===== config.mk =====
export PLATFORM = sky130hd
export DESIGN_NAME = ddmtd_beat_pd
export DESIGN_NICKNAME = d
export VERILOG_FILES = /design/src/rtl/ddmtd_beat_pd.sv
export SDC_FILE = /design/constraint.sdc
export NUM_CORES = 1
export LEC_CHECK = 0
export CAP_MARGIN = 20
export CORE_UTILIZATION = 64
export CTS_CLUSTER_SIZE = 10
export DETAILED_ROUTE_END_ITERATION = 10
export PLACE_DENSITY = 0.86
export RECOVER_POWER = 25
export SYNTH_ARGS = -nofsm -noshare
export SYNTH_HDL_FRONTEND = slang
export SYNTH_SLANG_ARGS = --single-unit

===== constraint.sdc =====
create_clock -name clk -period 7.4 [get_ports clk]
set_input_delay 1.11 -clock clk [delete_from_list [all_inputs] [get_ports clk]]
set_output_delay 1.11 -clock clk [all_outputs]
set_load 0.05 [all_outputs]

===== src/rtl/ddmtd_beat_pd.sv =====
// Purpose : DDMTD beat phase detector; measures fb-minus-ref beat edge delay and ref beat period in helper ticks.
// Latency : phase_err/phase_valid appear one clk after the measuring tick; period/miss update on the tick itself.
// Backpress: none; ena=0 freezes all state and masks phase_valid, helper_tick gates every state change.
module ddmtd_beat_pd #(
   parameter int COUNT_W    = 16,
   parameter int BLANK      = 8,
   parameter int MIN_PERIOD = 16
) (
   input  logic                      clk,
   input  logic                      rst_n,
   input  logic                      ena,
   input  logic                      helper_tick,
   input  logic                      ref_beat,
   input  logic                      fb_beat,
   output logic                      phase_valid,
   output logic signed [COUNT_W-1:0] phase_err,
   output logic        [COUNT_W-1:0] beat_period,
   output logic                      period_valid,
   output logic                      miss
);

   // Blank counter must hold the value BLANK; the +2 keeps the width non-zero when BLANK is 0.
   localparam int                   BLANK_W  = $clog2(BLANK + 2);
   localparam logic [BLANK_W-1:0]   BLANK_LD = BLANK_W'(BLANK);
   localparam logic [COUNT_W-1:0]   MIN_P    = COUNT_W'(MIN_PERIOD);

   typedef enum logic [1:0] {
      IDLE,
      WAIT_REF,
      WAIT_FB
   } state_t;

   state_t                     state_q, state_d;
   logic        [COUNT_W-1:0]  tick_cnt;
   logic        [COUNT_W-1:0]  ref_stamp;
   logic                       have_ref;
   logic                       ref_prev, fb_prev;
   logic        [BLANK_W-1:0]  ref_blank, fb_blank;
   logic                       pv_q;

   logic                       tick;
   logic                       ref_edge, fb_edge;
   logic        [COUNT_W-1:0]  since_ref;
   logic        [COUNT_W-1:0]  half_period;
   logic signed [COUNT_W-1:0]  wrapped;
   logic                       period_ok;
   logic                       period_drop;
   logic                       meas_fire;
   logic                       meas_zero;
   logic                       set_miss;

   // Edge qualification and shared arithmetic; since_ref doubles as the period and the raw delay.
   always_comb begin
      tick        = ena & helper_tick;
      ref_edge    = tick & ref_beat & ~ref_prev & (ref_blank == '0);
      fb_edge     = tick & fb_beat  & ~fb_prev  & (fb_blank  == '0);
      since_ref   = tick_cnt - ref_stamp;
      half_period = beat_period >> 1;
      wrapped     = (since_ref <= half_period) ? $signed(since_ref)
                                               : $signed(since_ref - beat_period);
      period_ok   = (since_ref >= MIN_P);
      // A too-short period invalidates tracking and aborts any open measurement this tick.
      period_drop = ref_edge & have_ref & ~period_ok;
   end

   // Measurement FSM: next state plus the measurement/miss strobes for this tick.
   always_comb begin
      state_d   = state_q;
      meas_fire = 1'b0;
      meas_zero = 1'b0;
      set_miss  = 1'b0;
      if (tick) begin
         case (state_q)
            IDLE: begin
               if (period_valid && !period_drop) state_d = WAIT_REF;
            end
            WAIT_REF: begin
               if (period_drop) begin
                  state_d = IDLE;
               end else if (ref_edge && fb_edge) begin
                  meas_zero = 1'b1;
               end else if (ref_edge) begin
                  state_d = WAIT_FB;
               end
            end
            WAIT_FB: begin
               if (period_drop) begin
                  state_d = IDLE;
               end else if (fb_edge) begin
                  // A coincident ref edge closes this measurement and opens the next one.
                  meas_fire = 1'b1;
                  state_d   = ref_edge ? WAIT_FB : WAIT_REF;
               end else if (ref_edge) begin
                  set_miss = 1'b1;
               end
            end
            default: state_d = IDLE;
         endcase
      end
   end

   // FSM state register.
   always_ff @(posedge clk) begin
      if (!rst_n) state_q <= IDLE;
      else        state_q <= state_d;
   end

   // Tick counter, beat history and per-channel blanking.
   always_ff @(posedge clk) begin
      if (!rst_n) begin
         tick_cnt  <= '0;
         ref_prev  <= 1'b0;
         fb_prev   <= 1'b0;
         ref_blank <= '0;
         fb_blank  <= '0;
      end else if (tick) begin
         tick_cnt <= tick_cnt + 1'b1;
         ref_prev <= ref_beat;
         fb_prev  <= fb_beat;
         if (ref_edge)             ref_blank <= BLANK_LD;
         else if (ref_blank != '0) ref_blank <= ref_blank - 1'b1;
         if (fb_edge)              fb_blank  <= BLANK_LD;
         else if (fb_blank != '0)  fb_blank  <= fb_blank - 1'b1;
      end
   end

   // Ref timestamping, period measurement and the sticky miss flag.
   always_ff @(posedge clk) begin
      if (!rst_n) begin
         ref_stamp    <= '0;
         have_ref     <= 1'b0;
         beat_period  <= '0;
         period_valid <= 1'b0;
         miss         <= 1'b0;
      end else if (tick) begin
         if (ref_edge) begin
            ref_stamp <= tick_cnt;
            have_ref  <= 1'b1;
            if (have_ref) begin
               if (period_ok) begin
                  beat_period  <= since_ref;
                  period_valid <= 1'b1;
               end else begin
                  period_valid <= 1'b0;
               end
            end
         end
         if (set_miss) miss <= 1'b1;
      end
   end

   // Phase result register; the strobe lives for exactly one clk after the measuring tick.
   always_ff @(posedge clk) begin
      if (!rst_n) begin
         pv_q      <= 1'b0;
         phase_err <= '0;
      end else begin
         pv_q <= meas_fire | meas_zero;
         if (meas_fire)      phase_err <= wrapped;
         else if (meas_zero) phase_err <= '0;
      end
   end

   // The strobe is suppressed on any clk where the block is disabled.
   always_comb begin
      phase_valid = pv_q & ena;
   end

endmodule


# After elaboration in Yosys (flattened, before gate mapping)
# Index checks and enable logic that the tools add are counted.
[totals]
regBits = 80
inputBits = 6
out_inout_bits = 35
[op_classes]
addsub = 5
order_cmp = 2
eq_ne = 6
n_mux = 29
bitwise_logic = 14
n_reduce_logical = 18
[ops]
columns = ["operator", "count"]
rows = [
  ["$mux W16", 3],
  ["$sub A16 B16 Y16", 2],
  ["$add A16 B1 Y16 const B", 1],
  ["$ge A16 B5 Y1 const B", 1],
  ["$le A16 B15 Y1", 1],
  ["$mux W4", 4],
  ["$mux W1", 14],
  ["$mux W2", 7],
  ["$and A1 B1 Y1", 10],
  ["$ne A3 B3 Y1 const B", 3],
  ["$logic_not A4 Y1", 2],
  ["$reduce_and A2 Y1", 4],
  ["$reduce_bool A4 Y1", 2],
  ["$sub A4 B1 Y4 const B", 2],
  ["$pmux W2 S3", 1],
  ["$reduce_bool A2 Y1", 3],
  ["$reduce_and A5 Y1", 1],
  ["$reduce_and A4 Y1", 1],
  ["$not A1 Y1", 3],
  ["$reduce_and A3 Y1", 1],
  ["$eq A2 B1 Y1 const B", 1],
  ["$eq A2 B2 Y1 const B", 1],
  ["$logic_and A1 B1 Y1", 2],
  ["$logic_not A2 Y1", 1],
  ["other kinds (3)", 3],
]

# Depth between registers and ports, before layout
[logic_depth]
depth_word = 11
mapped_depth = 21
mapped_depth_nobuf = 19

# Worst setup path after synthesis
# OpenSTA, ideal clock, no wires.
[synth_timing]
kind = "register to register"
startpoint = "reg tick_cnt[0]"
endpoint = "reg phase_err[12]"
setup_ns = 0.117
arrival_ns = 3.851
required_time_ns = 7.283
slack_ns = 3.432
stages_incl_launch_ff = 21
n_path_buf = 2
path_cell_list = "dfxtp_1 inv_1 ha_1 inv_1 fa_1 a211oi_2 o21ai_1 a2111o_1 nand3_1 inv_1 ha_1 nor2b_1 o21ai_0 a21oi_1 or4_1 o21ai_0 nand2b_1 buf_2 buf_2 mux2i_1 o21ai_2"
[synth_between]
elab_chain_cells = 8
word_cells_on_any_way = 15
classes_between = "add/sub: 2; order compare: 2; mux: 8; bitwise: 2; reduce/logical: 1"
[synth_rtl]
columns = ["element", "line_no", "rtl"]
rows = [
  ["start: declaration", "34", "logic [COUNT_W-1:0] tick_cnt;"],
  ["start signal: assignment", "117", "tick_cnt <= tick_cnt + 1'b1;"],
  ["$sub A16 B16 Y16 *", "57", "since_ref = tick_cnt - ref_stamp;"],
  ["net since_ref[10]", "43", "logic [COUNT_W-1:0] since_ref;"],
  ["$ge A16 B5 Y1", "61", "period_ok = (since_ref >= MIN_P);"],
  ["$not A1 Y1", "63", "period_drop = ref_edge & have_ref & ~period_ok;"],
  ["$and A1 B1 Y1", "63", ""],
  ["$mux W1 (on tied branches)", "87, 78", ""],
  ["$mux W1", "73", "case (state_q)"],
  ["$mux W1", "72", "if (tick) begin"],
  ["$mux W16 / $reduce_bool A2 Y1 (equally long branches)", "-", ""],
  ["end signal: assignment", "159", "if (meas_fire) phase_err <= wrapped;"],
  ["end: declaration", "16", "output logic signed [COUNT_W-1:0] phase_err,"],
]
# The timed path passes the listed nets; every way through them passes the cells marked *.
# A chain may end at the register's enable or synchronous reset.

# Worst setup path after layout
[layout_timing]
startpoint = "reg tick_cnt[0]"
endpoint = "reg phase_err[0]"
# Same word-level chain as after synthesis.

==> results_dict.tcl <==
set metrics [dict create \
    status "finished, violations left" \
    violations "max-capacitance violations, max-slew violations" \
    power.switching_uw 308 \
    die_area_sq_um 8700 \
    ys_top_cells_by_count "nand2_1 (87), dfxtp_1 (80), ha_1 (50)" \
    power.internal_uw 693 \
    synth_flop_cell "dfxtp_1" \
    holdBufCountCts 0 \
    initial_core_util_pct 67.6 \
    ys_ff_latch 80 \
    layout-drive-gt1-share_pct 5.29 \
    worstMarginPinSlew_ns 1.58 \
    grt_most_used_layer "met2" \
    synth_top_area_share_pct 30.0 \
    cp_max_fo 15 \
    async_flop_share_pct 0 \
    post-cts-setup-buffers 0 \
    use_met2_pct 53.9 \
    multi_input_area_sq_um 3470 \
    areaGrowthSynthToFinish_pct 12.3 \
    startpoint_type "register" \
    die_w_um 93.3 \
    yosysSeqAreaShare_pct 30.0 \
    seqCellArea_sq_um 1600 \
    finalCritPeriodShare_pct 66.4 \
    nets 734 \
    slew_headroom_pct -5.16 \
    die_h_um 93.3 \
    coreArea_sq_um 7890 \
    cts.htree.levels 3 \
    synth_area_leaders "dfxtp_1 (30%), ha_1 (12%), nand2_1 (6.1%)" \
    swShare_pct 30.7 \
    clockPowerShare_pct 32.9 \
    first_pass_iters 5 \
    routed_wl_mm 12.0 \
    gr-usage-met1_pct 32.0 \
    fin_skew_ns 0.0126 \
    io_buffers 40 \
    clkSinkCount 80 \
    diodes 0 \
    synthCells 642 \
    fin_crit_ns 4.92 \
    drt_iter0_drc 120 \
    rows 32 \
    grt_pass1_wl_mm 20.1 \
    vdd_drop_max_v 0.000107 \
    max-cap-violations 1 \
    n_fill_cell 557 \
    tritoncts "yes" \
    cp_data_required_time_ns 7.70 \
    yosys_warnings 0 \
    critPathKind "reg -> reg" \
    hold_viol 0 \
    synth_fp_nets 700 \
    cp_data_arrival_time_ns 5.21 \
    track_usage_pct 29.2 \
    ctsResizeCount 0 \
    rsz0062_at_grt "false" \
    use_met3_pct 4.55 \
    hp-class "reg -> reg" \
    syn_area_sq_um 5340 \
    crit_path_end_kind "register" \
    grt_max_degree 44 \
    ys_types 66 \
    clockBufferDepth 2 \
    overflow 0 \
    slew_violations 44 \
    ant_nets 0 \
    cts_root_buffer "clkbuf_8" \
    io_pins 41 \
    grt_pass1_vias 4514 \
    cts_buffers 9 \
    synthMostInstantiatedCell "nand2_1" \
    whs_ns 0.451 \
    tns_ns 0 \
    wl_per_cell_um 15.3 \
    setup_viol 0 \
    clock.fmax_ghz 0.203 \
    synth_edf_count 0 \
    clk-insertion-delay-late_ns 0.36 \
    viasPerCell 5.93 \
    pwr-share-comb_pct 22.7 \
    seqPwrFrac_pct 44.4 \
    p_per_area_nw_per_um2 167 \
    avgSynthCellArea_sq_um 8.31 \
    antenna_found_initial 0 \
    dp_hpwl_mm 8.75 \
    path_clk_slew_ns 0.09 \
    place_congestion 0.912 \
    yosysTopAreaCell "dfxtp_1" \
    power.leakage_uw 0.00235 \
    drc 0 \
    via_count 4642 \
]
## layout by cell type, fill, tap and decap left out, drive strengths merged, types with 8 or more instances in the layout
| cell | synthesis | layout |
|---|---|---|
| nand4 | 13 | 13 |
| a21o | 8 | 8 |
| nand3 | 15 | 15 |
| clkdlybuf4s50 | 0 | 27 |
| a21boi | 23 | 23 |
| xor2 | 8 | 8 |
| and3 | 9 | 9 |
| nor2 | 33 | 33 |
| clkbuf | 13 | 12 |
| dlygate4sd3 | 0 | 13 |
| dfxtp | 80 | 80 |
| xnor2 | 34 | 34 |
| o21ai | 37 | 37 |
| nor2b | 23 | 23 |
| nor3 | 9 | 9 |
| a21oi | 19 | 19 |
| mux2i | 25 | 25 |
| nand2 | 88 | 88 |
| inv | 47 | 49 |
| and2 | 28 | 28 |
| ha | 50 | 50 |
## path summary, 6_finish.rpt
path,slack (ns),start,cells after the start,end
min reg2reg,0.45,phase_err[8],2,phase_err[8]
max,2.48,tick_cnt[0],17,phase_err[0]
max reg2reg,2.48,tick_cnt[0],17,phase_err[0]
min,0.45,phase_err[8],2,phase_err[8]
## layout make-up
| cell class | count | share of cell area [%] |
|---|---|---|
| Clock buffer | 10 | 2.13 |
| Clock inverter | 6 | 1.13 |
| Inverter | 47 | 2.94 |
| Multi-Input combinational cell | 495 | 57.9 |
| Sequential cell | 80 | 26.7 |
| Tap cell | 102 | 2.13 |
| Timing Repair Buffer | 43 | 7.06 |
## critical path, stage by stage (launching register included)
cell	delay, ns
dfxtp_1	0.39
inv_1	0.09
ha_1	0.21
inv_1	0.07
fa_1	0.24
a211oi_2	0.10
o21ai_1	0.28
nand3b_1	0.20
and2_1	0.18
o311ai_1	0.61
ha_1	0.38
o21ai_0	0.16
a21oi_1	0.05
or4_1	0.47
o21ai_0	0.26
nand2b_1	0.56
mux2_2	0.47
o21ai_0	0.14
## routing by layer
metal	share of wire [%]	wire length, um
met2	50	6040
met1	42	5000
met4	3.3	396
met5	0	0
met3	4.6	554
## stage by stage
stage	cells	instance area [sq um]	worst slack (ns)	total power [uW]	utilization, %
global route	783	5990	2.06	1040	76.0
finish	783	5990	2.48	1000	76.0
global placement	766	5790	2.80	667	73.4
CTS	782	5980	2.53	1000	75.9
detailed placement	766	5790	2.51	677	73.4
floorplan	642	5340	3.43	636	-
## power by group through the flow
stage | clock, uW | sequential, uW | combinational, uW
2_1_floorplan | 0 | 453 | 183
4_1_cts | 334 | 444 | 224
6_report | 329 | 444 | 228
3_5_place_dp | 0 | 454 | 222
3_3_place_gp | 0 | 454 | 213
5_1_grt | 350 | 445 | 248
## cell families after synthesis
| group | share of synthesized area (%) |
|---|---|
| buffers and inverters | 5.00 |
| multiplexers | 5.11 |
| XOR/XNOR | 6.90 |
| AO/OA/AOI/OAI | 17.7 |
| AND/OR/NAND/NOR | 22.8 |
| adder cells (fa/ha/maj) | 12.5 |
| flip-flops | 30.0 |
## state kept, by name, summed over array words and instances (netlist names)
register and flops:
beat_period 16, fb_blank 4, fb_prev 1, have_ref 1, miss 1, period_valid 1, phase_err 16, pv_q 1
ref_blank 4, ref_prev 1, ref_stamp 16, state_q 2, tick_cnt 16
Note: power is estimated with default switching activity, not from simulation.
